## config.mk

```make
export PLATFORM = sky130hd
export DESIGN_NAME = fetch_flat
export DESIGN_NICKNAME = d
export VERILOG_FILES = /design/src/rtl/fetch_if.sv /design/src/rtl/fetch.sv /design/src/flat_wrapper.sv
export SDC_FILE = /design/constraint.sdc
export NUM_CORES = 1
export LEC_CHECK = 0
export ABC_AREA = 1
export CORE_MARGIN = 4
export CORE_UTILIZATION = 57
export DETAILED_ROUTE_END_ITERATION = 8
export PLACE_DENSITY = 0.89
export SLEW_MARGIN = 20
export SYNTH_ARGS = -nofsm -noshare
export SYNTH_HDL_FRONTEND = slang
export SYNTH_SLANG_ARGS = --single-unit
```

## constraint.sdc

```tcl
create_clock -name clk -period 8.5 [get_ports clk]
set_clock_uncertainty 0.05 [all_clocks]
set_input_delay 1.7 -clock clk [delete_from_list [all_inputs] [get_ports clk]]
set_output_delay 1.7 -clock clk [all_outputs]
set_load 0.005 [all_outputs]
```

## src/rtl/fetch_if.sv

```systemverilog
// Instruction-memory read channel between the fetch stage and instruction memory.
interface fetch_if;
    localparam int unsigned XLEN = 32;

    logic            ImemReq;
    logic [XLEN-1:0] ImemAddr;
    logic            ImemAck;
    logic [XLEN-1:0] ImemData;

    modport master (output ImemReq, ImemAddr, input ImemAck, ImemData);
    modport slave  (input ImemReq, ImemAddr, output ImemAck, ImemData);
endinterface

```

## src/rtl/fetch.sv

```systemverilog
// Instruction-fetch stage: owns the fetch PC, issues one outstanding word read at a time,
// buffers returned words in a small queue and presents one instruction per cycle to decode.
module fetch #(
    parameter logic [31:0] RESET_PC = 32'h0000_0000,
    parameter int unsigned QDEPTH   = 2
) (
    input  logic        clk,
    input  logic        reset_n,
    fetch_if.master     imem,
    input  logic        AnyStall,
    input  logic        Jump_IDM1,
    input  logic [25:0] JumpTgt_IDM1,
    input  logic        ExRedirect_EX,
    input  logic [31:0] ExRedirectPc_EX,
    output logic [31:0] Pc_IF,
    output logic [31:0] FetchData_IF,
    output logic        InstrVal_IF
);
    localparam int unsigned XLEN  = 32;
    localparam int unsigned PTR_W = (QDEPTH > 1) ? $clog2(QDEPTH) : 1;
    localparam int unsigned CNT_W = PTR_W + 1;

    typedef enum logic [1:0] {ST_IDLE, ST_WAIT, ST_DROP} state_t;

    state_t            state_q, state_d;
    logic              req_d;
    logic [XLEN-1:0]   addr_d;
    logic [XLEN-1:0]   fetch_pc_q, fetch_pc_d;
    logic              push, pop;

    logic [XLEN-1:0]   q_pc   [QDEPTH];
    logic [XLEN-1:0]   q_data [QDEPTH];
    logic [PTR_W-1:0]  head_q, tail_q;
    logic [CNT_W-1:0]  count_q;
    logic              q_full, q_empty;

    logic              jump_taken, redirect;
    logic [3:0]        jump_hi;
    logic [XLEN-1:0]   redirect_pc;

    // Redirect detection; execute wins over decode because its instruction is older.
    assign jump_taken  = Jump_IDM1 & InstrVal_IF & ~AnyStall;
    assign redirect    = ExRedirect_EX | jump_taken;
    assign jump_hi     = Pc_IF[31:28] + {3'b000, &Pc_IF[27:2]};
    assign redirect_pc = ExRedirect_EX ? ExRedirectPc_EX : {jump_hi, JumpTgt_IDM1, 2'b00};

    assign q_full  = (count_q == CNT_W'(QDEPTH));
    assign q_empty = (count_q == '0);
    assign pop     = ~redirect & ~AnyStall & ~q_empty;

    // Request FSM next-state: issue, wait for ack, or drop an ack made stale by a redirect.
    always_comb begin
        state_d    = state_q;
        req_d      = imem.ImemReq;
        addr_d     = imem.ImemAddr;
        fetch_pc_d = fetch_pc_q;
        push       = 1'b0;
        case (state_q)
            ST_IDLE: begin
                if (!q_full && !redirect) begin
                    req_d   = 1'b1;
                    addr_d  = fetch_pc_q;
                    state_d = ST_WAIT;
                end
            end
            ST_WAIT: begin
                if (imem.ImemAck) begin
                    req_d   = 1'b0;
                    state_d = ST_IDLE;
                    if (!redirect) begin
                        push       = 1'b1;
                        fetch_pc_d = imem.ImemAddr + 32'd4;
                    end
                end else if (redirect) begin
                    state_d = ST_DROP;
                end
            end
            ST_DROP: begin
                if (imem.ImemAck) begin
                    req_d   = 1'b0;
                    state_d = ST_IDLE;
                end
            end
            default: begin
                req_d   = 1'b0;
                state_d = ST_IDLE;
            end
        endcase
        if (redirect) begin
            fetch_pc_d = redirect_pc;
        end
    end

    // Request FSM state, fetch PC and memory request registers.
    always_ff @(posedge clk) begin
        if (!reset_n) begin
            state_q       <= ST_IDLE;
            fetch_pc_q    <= RESET_PC;
            imem.ImemReq  <= 1'b0;
            imem.ImemAddr <= '0;
        end else begin
            state_q       <= state_d;
            fetch_pc_q    <= fetch_pc_d;
            imem.ImemReq  <= req_d;
            imem.ImemAddr <= addr_d;
        end
    end

    // Queue storage; contents are only meaningful between head and tail.
    always_ff @(posedge clk) begin
        if (push) begin
            q_pc[tail_q]   <= imem.ImemAddr;
            q_data[tail_q] <= imem.ImemData;
        end
    end

    // Queue pointers and occupancy; a redirect flushes everything.
    always_ff @(posedge clk) begin
        if (!reset_n || redirect) begin
            head_q  <= '0;
            tail_q  <= '0;
            count_q <= '0;
        end else begin
            if (push) tail_q <= tail_q + PTR_W'(1);
            if (pop)  head_q <= head_q + PTR_W'(1);
            case ({push, pop})
                2'b10:   count_q <= count_q + CNT_W'(1);
                2'b01:   count_q <= count_q - CNT_W'(1);
                default: count_q <= count_q;
            endcase
        end
    end

    // IF output register: squash on redirect, hold on stall, else pop or insert a NOP.
    always_ff @(posedge clk) begin
        if (!reset_n) begin
            Pc_IF        <= '0;
            FetchData_IF <= '0;
            InstrVal_IF  <= 1'b0;
        end else if (redirect) begin
            FetchData_IF <= '0;
            InstrVal_IF  <= 1'b0;
        end else if (!AnyStall) begin
            if (!q_empty) begin
                Pc_IF        <= q_pc[head_q];
                FetchData_IF <= q_data[head_q];
                InstrVal_IF  <= 1'b1;
            end else begin
                FetchData_IF <= '0;
                InstrVal_IF  <= 1'b0;
            end
        end
    end
endmodule

```

## src/flat_wrapper.sv

```systemverilog
// flat-port wrapper written by rule: the top's interface ports become plain ports
module fetch_flat 
#(
    parameter logic [31:0] RESET_PC = 32'h0000_0000,
    parameter int unsigned QDEPTH   = 2
)
  (clk, reset_n, AnyStall, Jump_IDM1, JumpTgt_IDM1, ExRedirect_EX, ExRedirectPc_EX, Pc_IF, FetchData_IF, InstrVal_IF, imem_ImemReq, imem_ImemAddr, imem_ImemAck, imem_ImemData);
  fetch_if imem_i ();
  input  logic clk;
  input  logic reset_n;
  input  logic AnyStall;
  input  logic Jump_IDM1;
  input  logic [25:0] JumpTgt_IDM1;
  input  logic ExRedirect_EX;
  input  logic [31:0] ExRedirectPc_EX;
  output logic [31:0] Pc_IF;
  output logic [31:0] FetchData_IF;
  output logic InstrVal_IF;
  output wire logic [$bits(imem_i.ImemReq)-1:0] imem_ImemReq;
  output wire logic [$bits(imem_i.ImemAddr)-1:0] imem_ImemAddr;
  input wire logic [$bits(imem_i.ImemAck)-1:0] imem_ImemAck;
  input wire logic [$bits(imem_i.ImemData)-1:0] imem_ImemData;
  assign imem_ImemReq = imem_i.ImemReq;
  assign imem_ImemAddr = imem_i.ImemAddr;
  assign imem_i.ImemAck = imem_ImemAck;
  assign imem_i.ImemData = imem_ImemData;
  fetch #(.RESET_PC(RESET_PC), .QDEPTH(QDEPTH)) u_core (.clk(clk), .reset_n(reset_n), .imem(imem_i), .AnyStall(AnyStall), .Jump_IDM1(Jump_IDM1), .JumpTgt_IDM1(JumpTgt_IDM1), .ExRedirect_EX(ExRedirect_EX), .ExRedirectPc_EX(ExRedirectPc_EX), .Pc_IF(Pc_IF), .FetchData_IF(FetchData_IF), .InstrVal_IF(InstrVal_IF));
endmodule
```

==> qor.txt, run 1 <==
total negative slack: 0 ns
Primary FF master, synth: dfxtp_1
Logic pwr share: 8.8%
Crit path required time: 8.63 ns
Layout Utilization: 73.7%
final WL: 29600 um
ys async rst share: 0%
row cnt: 50
gr usage total: 26.9%
Max VDD drop: 0.137 mV
max-cap violations: 0
CTS tree: yes
register area share after synthesis: 61.0%
First-pass DRT Iterations: 5
Final min period: 5.17 ns
share of cells above drive strength 1: 7.82%
IO Port Bufs: 193
Layout area overhead: 27.2%
Worst Tran Pin Value: 1.03 ns
Clock Sinks: 265
CTS Hold Buffers Added: 0
post-synth top area share: 35.6%
sw power: 653 uW
Final GP Congestion: 0.897
PwrDens: 205 nW/um^2
Yosys reg bits: 265
worst hold path cell count: 2
Finished Cell Area: 13700 um^2
final worst slack: 3.33 ns
via/cell ratio: 5.92
TritonCTS buffer count: 25
final count of hold timing violations: 0
DP Worst Slack: 2.55 ns
worst min-delay path class: reg2reg
HP Start: u_core.fetch_pc_q[3]$_SDFFE_PN0P_
Placed Cells incl. Taps: 1504
cell area after synthesis: 10800 um^2
Final setup viols: 0
first-pass GRT wire length: 46400 um
die width: 146 um
Post-CTS Resized: 0
die footprint: 21200 um^2
# IOs: 194
postcts setup bufs: 0
cell with the most instances after synthesis: nand2_1
clk slew on worst S/H paths: 0.06 ns
syn_area_per_cell: 9.59 um^2
Clock Power Share: 39.8%
starting density of the core: 57.9%
synth top area cells: edfxtp_1, dfxtp_1, nand2_1
fill cell count: 1216
element type at the critical path start: input port
fin crit share: 60.8%
post-place instance area: 12900 um^2
EDFF count, synth: 128
FF-to-FF path depth: 7
Root Driver: clkbuf_16
post-synth cell types: 35
Skew-Pair Late Insertion Delay: 0.52 ns
chip height: 146 um
hpwl dp: 18700 um
DR vias: 9184
Max Root-Sink Buffers: 3
Power Total: 2.82 mW
Finished Layout Cells: 1552
vias in the first global route: 8904
FMAX: 0.193 GHz
r2r startpoint: u_core.InstrVal_IF$_SDFFE_PP0N_
leak pwr: 4.85 nW
grt ovf: 0
crit path from: AnyStall
hold_ws: 0.415 ns
Final ANT Viol Nets: 0
Initial DRC Count: 1091
crit end category: flip-flop
syn_nets: 1229
sequential power share: 51.4%
routed len/inst: 19.1 um
Internal: 2.16 mW
H-tree levels: 1
status: completed
commonest cells in the netlist: nand2_1, dfxtp_1, edfxtp_1, a21oi_1, o21ai_0
final net count: 1401
Synth area leader: edfxtp_1
Syn Inst Count: 1126
Placeable Area: 18600 um^2
sw frac: 23.2%
Crit path arrival time: 5.30 ns
initial antenna violation count: 1
RSZ-0062 raised after global routing: false
Post-route DRC: 0
kind of critical path: in2reg
critical path fanouts, max: 36
pin count of the biggest net entering global routing: 88
synth warn: 0
Rel. slew slack: 30.9%
Slew Limit Fails: 0
==> power groups by stage <==
stage                     registers [mW]  logic [mW]  clock network, mW
after floorplan                     1.45       0.123                  0
after global placement              1.47       0.231                  0
after detailed placement            1.47       0.240                  0
after CTS                           1.44       0.245               1.12
after global routing                1.45       0.271               1.18
final                               1.45       0.247               1.12
==> routing by layer <==
| layer | GRT usage [%] | vias to the layer above | wire length, um |
|---|---|---|---|
| met3 | 3.83 | 103 | 2910 |
| met4 | 9.69 | 0 | 1050 |
| met1 | 34.1 | 4344 | 11000 |
| met5 | 0 | - | 0 |
| met2 | 47.3 | 543 | 14600 |
| li1 | - | 4194 | - |
==> flip-flops by register name, indices dropped and copies added, names as in the netlist, named ones only <==
name                  flops
u_core.q_data            64
u_core.InstrVal_IF        1
u_core.imem.ImemAddr     32
u_core.state_q            2
u_core.count_q            2
u_core.q_pc              64
u_core.imem.ImemReq       1
u_core.Pc_IF             32
u_core.tail_q             1
u_core.fetch_pc_q        32
u_core.head_q             1
u_core.FetchData_IF      32
==> worst max-delay path, stage by stage <==
cell	delay [ns]
clkdlybuf4s50_1	0.45
buf_4	0.38
nor2_4	0.18
nor2_4	0.48
nand2_1	0.70
nor2_4	0.75
buf_16	0.25
buf_4	0.35
==> final timing paths <==
| check | to | slack, ns |
|---|---|---|
| worst max-delay path | u_core.q_pc[1][6]$_DFFE_PP_ | 3.33 |
| worst min-delay path | u_core.imem.ImemAddr[3]$_SDFFE_PN0P_ | 0.42 |
| worst max register to register | u_core.q_pc[1][6]$_DFFE_PP_ | 4.90 |
| worst min register to register | u_core.imem.ImemAddr[3]$_SDFFE_PN0P_ | 0.42 |
==> cell type report <==
cell class                 count  area, um^2  area share, %
antenna                        1        2.50         0.0182
clock buffer                  30         674           4.91
clock inverter                16         155           1.13
inverter                      59         221           1.61
multi-input combinational    742        3710           27.0
sequential                   265        6590           48.0
tap                          234         293           2.13
timing repair buffer         205        2090           15.2
==> layout by cell type, fill, tap and decap left out, types with 3 or more instances in the layout <==
| cell | instances |
|---|---|
| clkdlybuf4s50_1 | 192 |
| nand3_1 | 32 |
| and2_1 | 3 |
| xor2_1 | 5 |
| inv_2 | 4 |
| or2_2 | 5 |
| clkbuf_8 | 3 |
| mux2_2 | 25 |
| xnor2_1 | 4 |
| ha_1 | 7 |
| edfxtp_1 | 128 |
| nor3_1 | 3 |
| bufinv_16 | 3 |
| buf_16 | 3 |
| clkbuf_16 | 25 |
| nand2_1 | 292 |
| inv_1 | 54 |
| clkinv_2 | 6 |
| nand4_1 | 11 |
| mux2_1 | 7 |
| nor2_1 | 83 |
| a31oi_1 | 41 |
| a21oi_1 | 91 |
| o211ai_1 | 13 |
| clkinv_1 | 6 |
| dfxtp_1 | 136 |
| buf_4 | 8 |
| o21ai_1 | 11 |
| nor2_4 | 6 |
| o21ai_0 | 86 |
| nor2_2 | 6 |
==> kinds of logic (layout without fill, tap and decap cells) <==
family,count (synthesis),count (layout),share of synthesized area (%)
AO/OA/AOI/OAI,249,249,12.5
buffers and inverters,119,310,4.82
XOR/XNOR,9,9,0.730
AND/OR/NAND/NOR,444,444,16.7
adder cells (fa/ha/maj),7,7,0.811
other,0,1,0
multiplexers,33,33,3.43
flip-flops,265,265,61.0
No activity file was read; power rests on OpenSTA's default activity.
==> run 2, diff against run 1 <==
- CORE_UTILIZATION: 57 -> 53
- PLACE_DENSITY: 0.89 -> 0.83
- clock period: 8.5 -> 5.26 ns (I/O delays scaled with it)
==> run 2 against run 1 <==
Compared with the run above: count of clock-buffer cells in the layout down 1; sequential share of layout area down 0.39 points; via count down 5.1%; total power up 69%; flip-flop and latch count unchanged; die area up 7.1%; cell count up 2.2%; first-iteration DRC count down 28%; non-clock buffer count up 2; highest routed layer unchanged.
==> qor.txt, run 2 (same netlist as run 1, synthesis figures left out) <==
CP Cell Sequence: clkdlybuf4s50_1 > nor2_4 > nor2_4 > nand2_1 > buf_4 > nor2_4 > buf_4
Max Root-Sink Buffers: 3 (unchanged)
Final GP Congestion: 0.923 (+2.9%)
RSZ-0062 raised after global routing: false
CTS tree: yes
CP delay by family, top: simple AND/OR/NAND/NOR gates
element type at the critical path start: input port
critical path fanouts, max: 25 (-31%)
commonest non-fill, non-tap cell in the layout: nand2_1
final count of hold timing violations: 0 (unchanged)
total negative slack: 0 ns (unchanged)
Clock Power Share: 42.8% (+3.0 points)
Logic pwr share: 8.3% (-0.5 points)
DR vias: 8717 (-5.1%)
Internal: 3.70 mW (+71%)
chip height: 151 um (+3.5%)
Max stage delay on crit path: 0.61 ns (-0.14 ns)
max-cap violations: 0 (unchanged)
# IOs: 194 (unchanged)
Post-route DRC: 0 (unchanged)
Max VDD drop: 0.199 mV (+45%)
Slew Limit Fails: 0 (unchanged)
Root Driver: clkbuf_16
Final min period: 3.44 ns
final net count: 1404 (+0.21%)
Final ANT Viol Nets: 0 (unchanged)
Placeable Area: 19700 um^2 (+5.8%)
leak pwr: 4.89 nW (+0.99%)
IO Port Bufs: 193 (unchanged)
crit end category: flip-flop
Skew-Pair Late Insertion Delay: 0.53 ns (about the same)
row cnt: 51 (+2.0%)
Clock Sinks: 265 (unchanged)
Power Total: 4.77 mW (+69%)
H-tree levels: 1 (unchanged)
die width: 151 um (+3.5%)
sequential power share: 48.9% (-2.5 points)
grt ovf: 0 (unchanged)
hold_ws: 0.410 ns (-0.00542 ns)
CTS Hold Buffers Added: 0 (unchanged)
Initial DRC Count: 786 (-28%)
via/cell ratio: 5.50 (-7.1%)
slowest CP cell: nor2_4
Rel. slew slack: 34.0% (+3.1 points)
PwrDens: 345 nW/um^2 (+68%)
Crit path arrival time: 3.61 ns (-1.69 ns)
sw power: 1.07 mW (+64%)
Crit path required time: 5.43 ns (-3.20 ns)
hpwl dp: 18400 um (-1.6%)
final WL: 28100 um (-5.1%)
initial antenna violation count: 0 (-1)
sw frac: 22.5% (-0.69 points)
gr usage total: 24.6% (-2.2 points)
Crit path top cell by count: nor2_4
First-pass DRT Iterations: 5 (unchanged)
R2R Setup Slk: 2.44 ns (-2.46 ns)
Post-CTS Resized: 0 (unchanged)
kind of critical path: in2reg
clk slew on worst S/H paths: 0.06 ns (about the same)
CP Buf/Inv Count: 3 (-1)
status: completed
TritonCTS buffer count: 26 (+4.0%)
fill cell count: 1415 (+16%)
postcts setup bufs: 0 (unchanged)
first-pass GRT wire length: 44200 um (-4.8%)
routed len/inst: 17.7 um (-7.1%)
FMAX: 0.291 GHz
worst min-delay path class: reg2reg
pin count of the biggest net entering global routing: 87 (-1.1%)
most frequent cells in the layout: nand2_1, clkdlybuf4s50_1, dfxtp_1
Ant. Diodes: 0 (-1)
fin crit share: 65.4%
Final setup viols: 0 (unchanged)
Worst Tran Pin Value: 0.983 ns (-0.0469 ns)
starting density of the core: 54.8% (-3.2 points)
Largest regs: u_core.q_data x64, u_core.q_pc x64
share of cells above drive strength 1: 8.10% (+0.28 points)
vias in the first global route: 8593 (-3.5%)
die footprint: 22700 um^2 (+7.1%)
Layout area overhead: 28.2%
run 2: changes by cell type in the layout (fill, tap and decap cells not counted), sizes merged:
cell    change
diode       -1
clkbuf      -1
inv         -1
buf         +2
bufinv      +4
run 2: through the flow:
step                cells  utilization, %  worst slack, ns  cell area, um^2
global route         1586            70.2             1.69            13800
floorplan            1126               -            0.427            10800
finish               1586            70.2             1.82            13800
CTS                  1586            70.2             1.83            13800
detailed placement   1538            65.4             1.29            12900
global placement     1538            65.4             1.30            12900
run 2: final timing paths:
check | start | end | cells past startpoint
setup / recovery | AnyStall | u_core.q_pc[1][21]$_DFFE_PP_ | 7
hold / removal | u_core.fetch_pc_q[3]$_SDFFE_PN0P_ | u_core.imem.ImemAddr[3]$_SDFFE_PN0P_ | 2
setup reg to reg | u_core.InstrVal_IF$_SDFFE_PP0N_ | u_core.q_pc[1][21]$_DFFE_PP_ | 7
hold reg to reg | u_core.fetch_pc_q[3]$_SDFFE_PN0P_ | u_core.imem.ImemAddr[3]$_SDFFE_PN0P_ | 2
run 2: cell type report:
| class | instances | area, um^2 | area share (%) |
|---|---|---|---|
| clock inverter | 19 | 280 | 2.02 |
| tap | 265 | 332 | 2.39 |
| multi-input combinational | 742 | 3710 | 26.8 |
| inverter | 59 | 221 | 1.60 |
| clock buffer | 29 | 672 | 4.85 |
| timing repair buffer | 207 | 2040 | 14.8 |
| sequential | 265 | 6590 | 47.6 |
run 2: power by group through the flow:
| stage | sequential [mW] | clock [mW] | combinational [mW] |
|---|---|---|---|
| after floorplan | 2.34 | 0 | 0.198 |
| after global placement | 2.37 | 0 | 0.381 |
| after detailed placement | 2.38 | 0 | 0.389 |
| after CTS | 2.33 | 2.06 | 0.395 |
| after global routing | 2.34 | 2.16 | 0.436 |
| final | 2.34 | 2.05 | 0.395 |
run 2: worst min-delay path, stage by stage, from the launching register on:
cell	delay, ns
dfxtp_1	0.31
nand2_1	0.06
a21oi_1	0.05
run 2: metal layers:
metal  share of wire, %  vias to the layer above  routed length [um]  track usage (%)
li1                   -                     4204                   -                -
met1                 40                     4024               11300             33.2
met2                 47                      421               13200             39.9
met3                9.1                       68                2570             4.61
met4                3.3                        0                 927             9.16
met5                  0                        -                   0                0
